==> src/rtl/clkdiv_ctrl.sv <==
// rtl/clkdiv_ctrl.sv - run-time programmable clock divider with boundary-aligned ratio updates
module clkdiv_ctrl #(
    parameter int WIDTH     = 8,
    parameter int N_DEFAULT = 5
) (
    input  logic             clk,
    input  logic             rst_n,
    input  logic             run,
    input  logic             cfg_valid,
    input  logic [WIDTH-1:0] cfg_n,
    output logic             cfg_ready,
    output logic             cfg_err,
    output logic [WIDTH-1:0] cur_n,
    output logic             busy,
    output logic             div_clk,
    output logic             div_tick
);

    localparam logic [WIDTH-1:0] N_RST = WIDTH'(N_DEFAULT);

    typedef enum logic [1:0] {
        IDLE = 2'd0,
        RUN  = 2'd1,
        PEND = 2'd2
    } state_t;

    state_t           state_q, state_d;
    logic [WIDTH-1:0] cnt_q, cnt_d;
    logic [WIDTH-1:0] cur_n_q, cur_n_d;
    logic [WIDTH-1:0] pend_n_q, pend_n_d;
    logic             cfg_err_q, cfg_err_d;
    logic             div_clk_q, div_clk_d;
    logic             div_tick_q, div_tick_d;

    logic             xfer;
    logic             xfer_ok;
    logic             last;
    logic [WIDTH-1:0] cnt_inc;
    logic             active_d;

    assign cfg_ready = (state_q != PEND);
    assign busy      = (state_q == PEND);
    assign cfg_err   = cfg_err_q;
    assign cur_n     = cur_n_q;
    assign div_clk   = div_clk_q;
    assign div_tick  = div_tick_q;

    assign xfer    = cfg_valid & cfg_ready;
    assign xfer_ok = xfer & (cfg_n != '0);
    assign last    = (cnt_q == cur_n_q - WIDTH'(1));
    assign cnt_inc = last ? '0 : cnt_q + WIDTH'(1);

    always_comb begin
        state_d   = state_q;
        cnt_d     = cnt_q;
        cur_n_d   = cur_n_q;
        pend_n_d  = pend_n_q;
        cfg_err_d = xfer & (cfg_n == '0);

        case (state_q)
            IDLE: begin
                cnt_d = '0;
                if (xfer_ok) cur_n_d = cfg_n;
                if (run)     state_d = RUN;
            end
            RUN: begin
                if (!run) begin
                    // Stopping anyway, so an accepted ratio takes effect directly.
                    state_d = IDLE;
                    cnt_d   = '0;
                    if (xfer_ok) cur_n_d = cfg_n;
                end else begin
                    cnt_d = cnt_inc;
                    if (xfer_ok) begin
                        pend_n_d = cfg_n;
                        state_d  = PEND;
                    end
                end
            end
            PEND: begin
                if (!run) begin
                    cur_n_d = pend_n_q;
                    cnt_d   = '0;
                    state_d = IDLE;
                end else if (last) begin
                    cur_n_d = pend_n_q;
                    cnt_d   = '0;
                    state_d = RUN;
                end else begin
                    cnt_d = cnt_q + WIDTH'(1);
                end
            end
            default: begin
                state_d = IDLE;
                cnt_d   = '0;
            end
        endcase

        // Outputs are computed from next-state values so the flops line up with cnt/state.
        active_d   = (state_d != IDLE);
        div_tick_d = active_d & (cnt_d == '0);
        div_clk_d  = active_d & (cnt_d >= (cur_n_d >> 1));
    end

    always_ff @(posedge clk or negedge rst_n) begin
        if (!rst_n) begin
            state_q    <= IDLE;
            cnt_q      <= '0;
            cur_n_q    <= N_RST;
            pend_n_q   <= N_RST;
            cfg_err_q  <= 1'b0;
            div_clk_q  <= 1'b0;
            div_tick_q <= 1'b0;
        end else begin
            state_q    <= state_d;
            cnt_q      <= cnt_d;
            cur_n_q    <= cur_n_d;
            pend_n_q   <= pend_n_d;
            cfg_err_q  <= cfg_err_d;
            div_clk_q  <= div_clk_d;
            div_tick_q <= div_tick_d;
        end
    end

endmodule
==> config.mk <==
export PLATFORM = sky130hd
export DESIGN_NAME = clkdiv_ctrl
export DESIGN_NICKNAME = d
export VERILOG_FILES = /design/src/rtl/clkdiv_ctrl.sv
export SDC_FILE = /design/constraint.sdc
export NUM_CORES = 1
export LEC_CHECK = 0
export BUFFER_PORTS_ARGS = -buffer_cell sky130_fd_sc_hd__buf_4
export CAP_MARGIN = 20
export CORE_MARGIN = 1.5
export CORE_UTILIZATION = 45
export DETAILED_ROUTE_END_ITERATION = 8
export PLACE_DENSITY_LB_ADDON = 0.12
export SLEW_MARGIN = 15
export SYNTH_ARGS = -nofsm -noshare
export SYNTH_HDL_FRONTEND = slang
export SYNTH_SLANG_ARGS = --single-unit
==> constraint.sdc <==
create_clock -name clk -period 3.26 [get_ports clk]
set_input_delay 0.326 -clock clk [delete_from_list [all_inputs] [get_ports clk]]
set_output_delay 0.326 -clock clk [all_outputs]
set_load 0.02 [all_outputs]
==> summary.md, run 1 <==
| Metric | Value |
|---|---|
| Setup TNS | -120 ps |
| Nets | between 200 and 300 |
| Mapped Cells | ~220 |
| Worst-Skew Late Latency | 290 ps |
| Gp weighted congestion | 0.806 |
| Initial core utilization | 47.1% |
| CTS Sinks | 29 |
| Num CTS Buffers | 5 |
| Crit share post-route | 104% |
| Synth Flop Type | dfrtp_1 |
| CORE AREA | approximately 4400 sq um |
| Synthesized area | 2070 sq um |
| Largest area contributor in the netlist | dfrtp_1 |
| CTS H-tree depth | 2 |
| Clock buffer depth | 2 |
| Antenna viol nets, final | 0 |
| Least-Margin Pin Slew | just over 500 ps |
| Routed len/inst | 16.5 microns |
| GRT Total Usage | around 23% |
| Area fraction of the dominant cell type after synthesis | a little under a third |
| Yosys cell types | 53 |
| MaxCap Viol Count | 0 |
| Setup Viol. Count Final | 1 |
| Initial DRC Count | 106 |
| RSZ-0062 raised after global routing | true |
| EDFF count, synth | 0 |
| Max VDD drop | 423 uV |
| Core Util, Final | 60.8% |
| Tmin final | 3380 ps |
| I/O pins | 25 |
| Hold violation count in the final report | 0 |
| YS warnings | 0 |
| Slew Limit Fails | 0 |
| Pwr Density | 870 nW/um^2 |
| PnR Total Power | 2.32 mW |
| Crit end category | flop |
| Max frequency | just under 0.3 GHz |
| Root Driver | clkbuf_8 |
| CP required | 3450 ps |
| Synth cell count leaders | dfrtp_1, nor2_1, ha_1, nand2_1, inv_1 |
| Dpl hpwl | 4.07 mm |
| Grt ovf | 0 |
| Worst Path Arrival | 3570 ps |
| Most numerous cell in the Yosys netlist | dfrtp_1 |
| Antenna cells | 0 |
| Layout cell share with drive strength beyond 1 | 35.8% |
| Post-synthesis register bit count | 29 |
| Vias in the first global route | 1779 |
| Standard-cell rows | 24 |
| Area contributors post-synth | dfrtp_1, ha_1, dfstp_2 |
| Post-Route WL | about 5.3 mm |
| Clock tree from TritonCTS | built |
| Status | finished, violations left |
| First-pass GRT wire length | a little under 9 mm |
| Vias per cell | 5.69 |
| Leak | 1.26 nW |
| Residual DRC | 0 |
| Initial antenna violation count | 0 |
| Failing checks | negative setup slack |
| Sequential area share after synthesis | between 30% and 40% |
| Area grow syn2layout | 29.1% |
| HP Class | in2reg |
| Worst setup path class | reg2reg |
| Clock slew at reported path FFs | 70 ps |
| 1st-pass router iterations | 4 |
| Die W | between 70 and 80 microns |
| Largest net degree at the start of global routing | 30 |
| Via count | 1822 |
| Die area | 5010 sq um |
| Startpoint types | flop |
| Max-slew headroom | 65.7% |
| Synth Area per Inst | 9.53 sq um |
| Clock skew after layout | around 10 ps |
| Asr flop ratio synth | between 90% and 100% |
| Height of the chip | 70.8 microns |
| Top fanout value on the critical path | 5 |
| IO buf count | 24 |
| Syn nets | 242 |
| Final worst slack | -120 ps |
==> placed cells by master (no fill, tap or decap), types with 2 or more instances in the layout <==
| master | n |
|---|---|
| a211oi_2 | 2 |
| a21o_1 | 3 |
| a21oi_1 | 9 |
| a21oi_2 | 3 |
| a221oi_1 | 2 |
| a221oi_2 | 2 |
| a22oi_1 | 4 |
| a2bb2oi_1 | 2 |
| a31oi_1 | 2 |
| and3_1 | 7 |
| buf_4 | 52 |
| clkbuf_8 | 6 |
| dfrtp_1 | 25 |
| dfstp_2 | 4 |
| ha_1 | 12 |
| inv_1 | 10 |
| mux2_2 | 7 |
| mux2i_1 | 4 |
| nand2_1 | 13 |
| nand2b_1 | 2 |
| nand3_1 | 4 |
| nand4_1 | 3 |
| nor2_1 | 14 |
| nor2b_1 | 4 |
| nor4_1 | 3 |
| o2111ai_1 | 2 |
| o21ai_0 | 9 |
| o21ai_1 | 2 |
| o21ba_2 | 4 |
| o21bai_1 | 4 |
| o2bb2ai_1 | 2 |
| o31a_1 | 4 |
| xnor2_1 | 7 |
| xor2_1 | 7 |
==> sequential cells by signal, summed over array words and instances (netlist names) <==
name and count:
pend_n_q 8, cnt_q 8, cfg_err 1, div_clk 1
state_q 2, cur_n 8, div_tick 1
==> kinds of logic (layout without fill, tap and decap cells) <==
group,count (synthesis),after routing,synth area share [%]
simple gates,60,60,15.6
fa+ha+maj,13,13,7.87
flops,29,29,35.4
buf+inv,22,73,4.72
xor+xnor,14,14,5.93
mux,11,11,5.75
compound gates,68,68,24.8
==> layer usage <==
layer	GRT usage [%]	vias up	wire length [microns]
met2	36.1	46	2520
li1	-	898	-
met4	9.01	0	87
met5	0	-	0
met1	31.7	872	2430
met3	4.42	6	236
==> area by class of cell <==
cell class              count  area [sq um]
multi-input cells         166          1300
inverters                  11          41.3
clock inverters             1          30.0
flip-flops and latches     29           731
well taps                  52          65.1
repair buffers             54           412
fillers                   411          1720
clock buffers               7          86.3
==> repair_timing <==
item                                    in CTS  in global routing
hold buffers                                 1                  0
pin swaps                                    4                  0
endpoints found under the setup margin       1                  1
buffers inserted                             1                  0
gates resized for setup                      4                  2
endpoints found under the hold margin       25                  0
==> path summary, 6_finish.rpt <==
check | start | end | slack, ps | cells past startpoint
max | cur_n[0] | div_clk | -120 | 17
min | cfg_n[4] | pend_n_q[4] | 300 | 2
max reg2reg | cur_n[0] | div_clk | -120 | 17
min reg2reg | pend_n_q[6] | pend_n_q[6] | 510 | 1
max in group asynchronous | rst_n | cur_n[2] | 2430 | 2
min in group asynchronous | rst_n | div_tick | 500 | 2
==> power by group <==
group          leakage, nW  switching [mW]  internal, mW
clock               0.0585           0.135         0.249
sequential           0.370           0.120         0.496
combinational        0.835           0.666         0.656
==> worst max-delay path, stage by stage (launching register included) <==
cell and delay, ps:
dfstp_2 530, inv_2 50, ha_4 150, nor3b_2 150, buf_4 140, and3_1 140, o22ai_2 140, o31a_1 310
buf_4 160, nand2_1 70, or2_2 290, ha_1 270, nand2b_1 100, a21o_1 100, a21o_1 120, a211oi_2 60
o31a_1 300, a221oi_2 230
==> through the flow <==
stage	setup slack (ps)	hold slack [ps]	cell area, sq um	instances
after floorplan	-233	30.4	2100	217
after global placement	-64.6	272	2500	310
after detailed placement	-176	274	2500	310
after CTS	-76.8	292	2660	320
after global routing	-260	296	2670	320
final	-120	302	2670	320
Note: power is estimated with default switching activity, not from simulation.
==> run 2, diff against run 1 <==
--- a/config.mk
+++ b/config.mk
@@ -5,12 +5,13 @@
 export SDC_FILE = /design/constraint.sdc
 export NUM_CORES = 1
 export LEC_CHECK = 0
+export ABC_AREA = 1
 export BUFFER_PORTS_ARGS = -buffer_cell sky130_fd_sc_hd__buf_4
-export CAP_MARGIN = 20
 export CORE_MARGIN = 1.5
 export CORE_UTILIZATION = 45
 export DETAILED_ROUTE_END_ITERATION = 8
 export PLACE_DENSITY_LB_ADDON = 0.12
+export SETUP_SLACK_MARGIN = 0.1
 export SLEW_MARGIN = 15
 export SYNTH_ARGS = -nofsm -noshare
 export SYNTH_HDL_FRONTEND = slang
==> run 2 against run 1 <==
The run now ends clean. Non-clock buffer count decreased by 15. Die area increased by 6.4%. Clock skew decreased by 3.7 ps. Maximum frequency increased by 11%.
==> summary.md, run 2 <==
| Metric | Value |
|---|---|
| Status | finished clean |
| Via count | 2248 |
| Vias per cell | 5.19 |
| Largest net degree at the start of global routing | 30 |
| Final worst slack | 226 ps |
| Clock buffer depth | 2 |
| Least-Margin Pin Slew | between 800 and 900 ps |
| RSZ-0062 raised after global routing | true |
| Seq pwr share | between 20 and 25% |
| Final cell count without fillers | 433 |
| Dpl hpwl | around 4.6 mm |
| Crit end category | flop |
| Synth Area per Inst | 6.76 sq um |
| Syn nets | 351 |
| 1st-pass router iterations | 5 |
| Worst Path Arrival | 3200 ps |
| Num CTS Buffers | 5 |
| Mapped Cells | 326 |
| Clock share of power | about an eighth |
| Clock tree from TritonCTS | built |
| Top fanout value on the critical path | 5 |
| Switch Pwr | 1.23 mW |
| Asr flop ratio synth | 100% |
| Area contributors post-synth | dfrtp_1, nand2_1, inv_1 |
| IO buf count | 24 |
| Combinational share of power | 63.2% |
| Area grow syn2layout | 22.2% |
| Slew Limit Fails | 0 |
| Slowest-stage cell, CP | dfstp_2 |
| First-pass GRT wire length | ~10 mm |
| Post-Route WL | 6.04 mm |
| Initial core utilization | 46.7% |
| Largest area contributor in the netlist | dfrtp_1 |
| Synth Flop Type | dfrtp_1 |
| Most numerous cell in the Yosys netlist | nand2_1 |
| Post-placement cell area | 2500 sq um |
| Clock skew after layout | 6.66 ps |
| Crit share post-route | 93.1% |
| Max VDD drop | ~490 uV |
| Residual DRC | 0 |
| Antenna viol nets, final | 0 |
| Initial antenna violation count | 0 |
| Root Driver | clkbuf_8 |
| Vias in the first global route | 2151 |
| Die area | ~5300 sq um |
| Worst-Skew Late Latency | between 200 and 300 ps |
| CP required | 3430 ps |
| GRT Total Usage | approximately a quarter |
| Clock slew at reported path FFs | 60 ps |
| Hold violation count in the final report | 0 |
| Nets | 390 |
| Startpoint types | flop |
| Initial DRC Count | 175 |
| Setup Viol. Count Final | 0 |
| Top cell family by delay on the critical path | simple AND/OR/NAND/NOR gates |
| Yosys cell types | 29 |
| Tmin final | between 3000 and 4000 ps |
| Synth cell count leaders | nand2_1, inv_1, nor2_1, dfrtp_1, nand3_1 |
| CP Buf/Inv Count | 2 |
| Routed len/inst | 14.0 microns |
| Area fraction of the dominant cell type after synthesis | between 20% and 30% |
| Height of the chip | around 73 microns |
| Grt ovf | 0 |
| Layout cell share with drive strength beyond 1 | 19.9% |
| Max-slew headroom | 45.4% |
| Gp weighted congestion | 0.922 |
| Pwr Density | ~940 nW/um^2 |
| Post-route cell area | 2690 sq um |
| YS warnings | 0 |
| HP Class | in2reg |
| Die W | 73.0 microns |
| Standard-cell rows | 25 |
| Post-synthesis register bit count | 29 |
| Net Sw Frac | 48.5% |
| Worst path most repeated cell | nand2_1 |
| Worst setup path class | reg2reg |
| CTS Sinks | 29 |
| Sequential area share after synthesis | approximately 33% |
| I/O pins | 25 |
| Dpl cells | approximately 420 |
| Max stage delay on crit path | 550 ps |
| Antenna cells | 0 |
| CORE AREA | 4720 sq um |
| Most common cell after layout, fill and taps aside | nand2_1 |
| Leak | approximately 1.4 nW |
| CTS H-tree depth | 2 |
| Commonest non-fill, non-tap cells in the layout | nand2_1, inv_1, buf_4 |
| Place WS | 36.4 ps |
| Max frequency | 0.330 GHz |
| EDFF count, synth | 0 |
| Synthesized area | 2200 sq um |
| Internal power | between 1 and 1.5 mW |
| MaxCap Viol Count | 0 |
run 2: cell count changes after synthesis, sizes merged, moves of 7 or more:
| cell | delta |
|---|---|
| nand2 | +84 |
| inv | +44 |
| nand3 | +21 |
| nor2 | +17 |
| o211ai | +14 |
| o21ai | +10 |
| and3 | -8 |
| mux2 | -7 |
run 2: what timing repair did:
item | CTS | global route
pin swaps | 0 | 11
resized for setup | 3 | 20
gates cloned | 0 | 0
hold endpoints to repair | 25 | 0
setup buffers | 0 | 3
hold buffers | 1 | 0
endpoints found under the setup margin | 1 | 1
run 2: per-layer routing:
metal  GRT usage [%]  share of wire [%]
met1            34.9                 46
met5               0                  0
met4            8.39                1.3
met3            5.66                5.6
met2            40.4                 47
run 2: tightest hold or removal path, cell delays in order:
cell,delay (ps)
buf_4,90
nand2_1,40
o21ai_0,60
run 2: area by class of cell:
cell class / count / area (sq um)
Clock buffer: 8 / 90.1
Fill cell: 449 / 2030
Inverter: 56 / 213
Multi-Input combinational cell: 234 / 1270
Sequential cell: 29 / 732
Tap cell: 67 / 83.8
Timing Repair Buffer: 39 / 303
run 2: path summary, 6_finish.rpt:
check,from,end,slack [ps],depth (start not counted)
worst max-delay path,cur_n[0],div_clk,230,25
worst min-delay path,cfg_n[5],pend_n_q[5],280,3
worst min register to register,pend_n_q[0],pend_n_q[0],480,2
max in group asynchronous,rst_n,cur_n[0],2420,2
min in group asynchronous,rst_n,pend_n_q[5],520,2
worst max register to register,cur_n[0],div_clk,230,25
run 2: stage by stage:
stage / util (%) / total power [mW] / setup TNS (ps) / hold slack [ps]
CTS: 55.2 / 2.41 / 0 / 270
detailed placement: 53.0 / 2.08 / 0 / 286
floorplan: - / 1.59 / 0 / 30.4
finish: 57.0 / 2.53 / 0 / 277
global placement: 53.0 / 2.06 / 0 / 280
global route: 57.0 / 2.79 / -16.5 / 286
run 2: cells by family after synthesis:
group | Yosys count | share of synthesized area (%)
compound gates | 54 | 15.0
simple gates | 161 | 30.3
buf+inv | 63 | 11.8
flops | 29 | 33.1
fa+ha+maj | 13 | 7.38
xor+xnor | 6 | 2.38
run 2: power by group through the flow:
stage / clock (mW) / sequential (mW) / combinational [mW]
2_1_floorplan: 0 / 0.675 / 0.914
3_3_place_gp: 0 / 0.622 / 1.44
3_5_place_dp: 0 / 0.623 / 1.46
4_1_cts: 0.316 / 0.616 / 1.48
5_1_grt: 0.328 / 0.645 / 1.81
6_report: 0.307 / 0.626 / 1.60
==> run 3, diff against run 2 <==
--- a/config.mk
+++ b/config.mk
@@ -6,10 +6,10 @@
 export NUM_CORES = 1
 export LEC_CHECK = 0
 export ABC_AREA = 1
-export BUFFER_PORTS_ARGS = -buffer_cell sky130_fd_sc_hd__buf_4
 export CORE_MARGIN = 1.5
 export CORE_UTILIZATION = 45
 export DETAILED_ROUTE_END_ITERATION = 8
+export DONT_BUFFER_PORTS = 1
 export PLACE_DENSITY_LB_ADDON = 0.12
 export SETUP_SLACK_MARGIN = 0.1
 export SLEW_MARGIN = 15
==> run 3 against run 2 <==
Global-route usage decreased by 1.1 points. Die area did not move. Cell area decreased by 5.2%. Maximum frequency down 0.89%. First-iteration DRC count decreased by 11%. Clock power fell by 6%. Highest routed layer unchanged. Non-clock buffer count shrank 17. Setup slack lost 27 ps. Utilization shrank 3.0 points. Sequential power is 6.2% higher. Critical endpoint unchanged.
==> summary.md, run 3 (synthesis gave the netlist of run 2 again) <==
| Metric | Value |
|---|---|
| Status | finished clean |
| Net Sw Frac | 49.3% |
| Max-slew headroom | 72.8% |
| Setup TNS | 0 ps |
| Die W | 73.0 microns |
| Top fanout value on the critical path | 8 |
| Vias in the first global route | approximately 2000 |
| Post-route cell area | about 2600 sq um |
| GRT Total Usage | 24.6% |
| Leak | 1.31 nW |
| Antenna cells | 0 |
| Hold violation count in the final report | 0 |
| Most common cell after layout, fill and taps aside | nand2_1 |
| Switch Pwr | 1.17 mW |
| HP Class | in2reg |
| MaxCap Viol Count | 0 |
| IO buf count | 0 |
| Met3 usage | 4.83% |
| Setup Viol. Count Final | 0 |
| RSZ-0062 raised after global routing | true |
| CORE AREA | 4720 sq um |
| Seq pwr share | 28.1% |
| Clock tree from TritonCTS | built |
| Global routing's busiest layer | met2 |
| Slew Limit Fails | 0 |
| Layout cell share with drive strength beyond 1 | 14.7% |
| Grt ovf | 0 |
| Max VDD drop | about 470 uV |
| Clock slew at reported path FFs | approximately 70 ps |
| CTS Sinks | 29 |
| 1st-pass router iterations | 5 |
| Startpoint types | flop |
| Combinational share of power | 59.8% |
| CTS H-tree depth | 2 |
| Nets | between 300 and 400 |
| Dpl hpwl | 4.40 mm |
| Internal power | 1.20 mW |
| Worst Path Arrival | 3240 ps |
| Worst-Skew Late Latency | 290 ps |
| CP required | 3430 ps |
| Initial antenna violation count | 0 |
| Largest net degree at the start of global routing | 30 |
| Standard-cell rows | 25 |
| Post-Route WL | around 5.9 mm |
| Num CTS Buffers | 5 |
| Crit share post-route | between 90 and 100% |
| Root Driver | clkbuf_8 |
| Commonest non-fill, non-tap cells in the layout | nand2_1, inv_1, nor2_1 |
| Vias per cell | 5.20 |
| Height of the chip | between 70 and 80 microns |
| Clock share of power | 12.1% |
| I/O pins | 25 |
| Antenna viol nets, final | 0 |
| Least-Margin Pin Slew | 403 ps |
| Max frequency | 0.327 GHz |
| Routed len/inst | 14.2 microns |
| Place WS | 30.1 ps |
| Via count | about 2200 |
| Fill count | 481 |
| Initial core utilization | 46.7% |
| Post-placement cell area | 2350 sq um |
| First-pass GRT wire length | 9.90 mm |
| Tmin final | between 3000 and 4000 ps |
| Gp weighted congestion | 0.863 |
| Clock buffer depth | 2 |
| Die area | 5330 sq um |
| Clock skew after layout | 4.74 ps |
| Residual DRC | 0 |
| PnR Total Power | 2.37 mW |
| GR Layer Usage met2 | 38.2% |
| Area grow syn2layout | 15.8% |
| Pwr Density | 927 nW/um^2 |
| Worst setup path class | reg2reg |
| Crit end category | flop |
| Met1 GRT Util | 34.0% |
| Initial DRC Count | 156 |
| Final worst slack | 199 ps |
[run 3: power groups by stage]
stage | Clock [mW] | Combinational (mW) | Sequential (mW)
after floorplan | 0 | 0.914 | 0.675
after global placement | 0 | 1.28 | 0.664
after detailed placement | 0 | 1.29 | 0.665
after CTS | 0.290 | 1.33 | 0.660
after global routing | 0.304 | 1.62 | 0.687
final | 0.288 | 1.41 | 0.665
[run 3: critical path, stage by stage (launching register included)]
cell and delay, ps:
dfstp_2 550, inv_4 50, ha_4 260, xor2_1 130
nand3_1 80, nor2_1 110, nand2_1 70, nor2_2 110
nand2_2 90, nand2_4 130, o211ai_1 120, a21oi_2 190
ha_1 250, o21ai_1 120, a21boi_1 80, o21ai_1 150
nand2_1 80, nand2_1 60, nand2_1 50, nand2_1 50
nand2_1 50, a21oi_2 110, a21oi_1 50
[run 3: area by class of cell]
class / instances / area [sq um] / area share, %
multi-input combinational: 234 / 1250 / 49.1
tap: 67 / 83.8 / 3.28
sequential: 29 / 732 / 28.7
clock buffer: 6 / 72.6 / 2.84
inverter: 56 / 215 / 8.43
clock inverter: 1 / 5.00 / 0.196
timing repair buffer: 22 / 191 / 7.50
[run 3: timing repair]
action | 4_1_cts | 5_1_grt
endpoints found under the hold margin | 29 | 0
endpoints found under the setup margin | 1 | 1
pin swaps | 0 | 12
setup buffers | 0 | 5
resized for setup | 6 | 14
hold buffers | 2 | 0
[run 3: metal layers]
| metal | up-vias | wire [microns] |
|---|---|---|
| li1 | 1099 | - |
| met1 | 993 | 2760 |
| met2 | 58 | 2750 |
| met3 | 6 | 308 |
| met4 | 0 | 68 |
| met5 | - | 0 |
[run 3: final timing paths]
path | startpoint | to | slack, ps | cells past startpoint
hold / removal | cfg_n[0] | pend_n_q[0] | 140 | 2
min in group asynchronous | rst_n | cur_n[5] | 540 | 2
setup / recovery | cur_n[0] | div_clk | 200 | 22
hold reg to reg | pend_n_q[0] | pend_n_q[0] | 470 | 2
max in group asynchronous | rst_n | pend_n_q[2] | 2490 | 2
setup reg to reg | cur_n[0] | div_clk | 200 | 22
[run 3: through the flow]
stage | util (%) | cells | hold WS (ps)
after global routing | 54.1 | 415 | 155
after global placement | 49.8 | 401 | 31.0
after detailed placement | 49.8 | 401 | 31.0
after floorplan | - | 326 | 30.4
final | 54.1 | 415 | 138
after CTS | 52.5 | 410 | 136
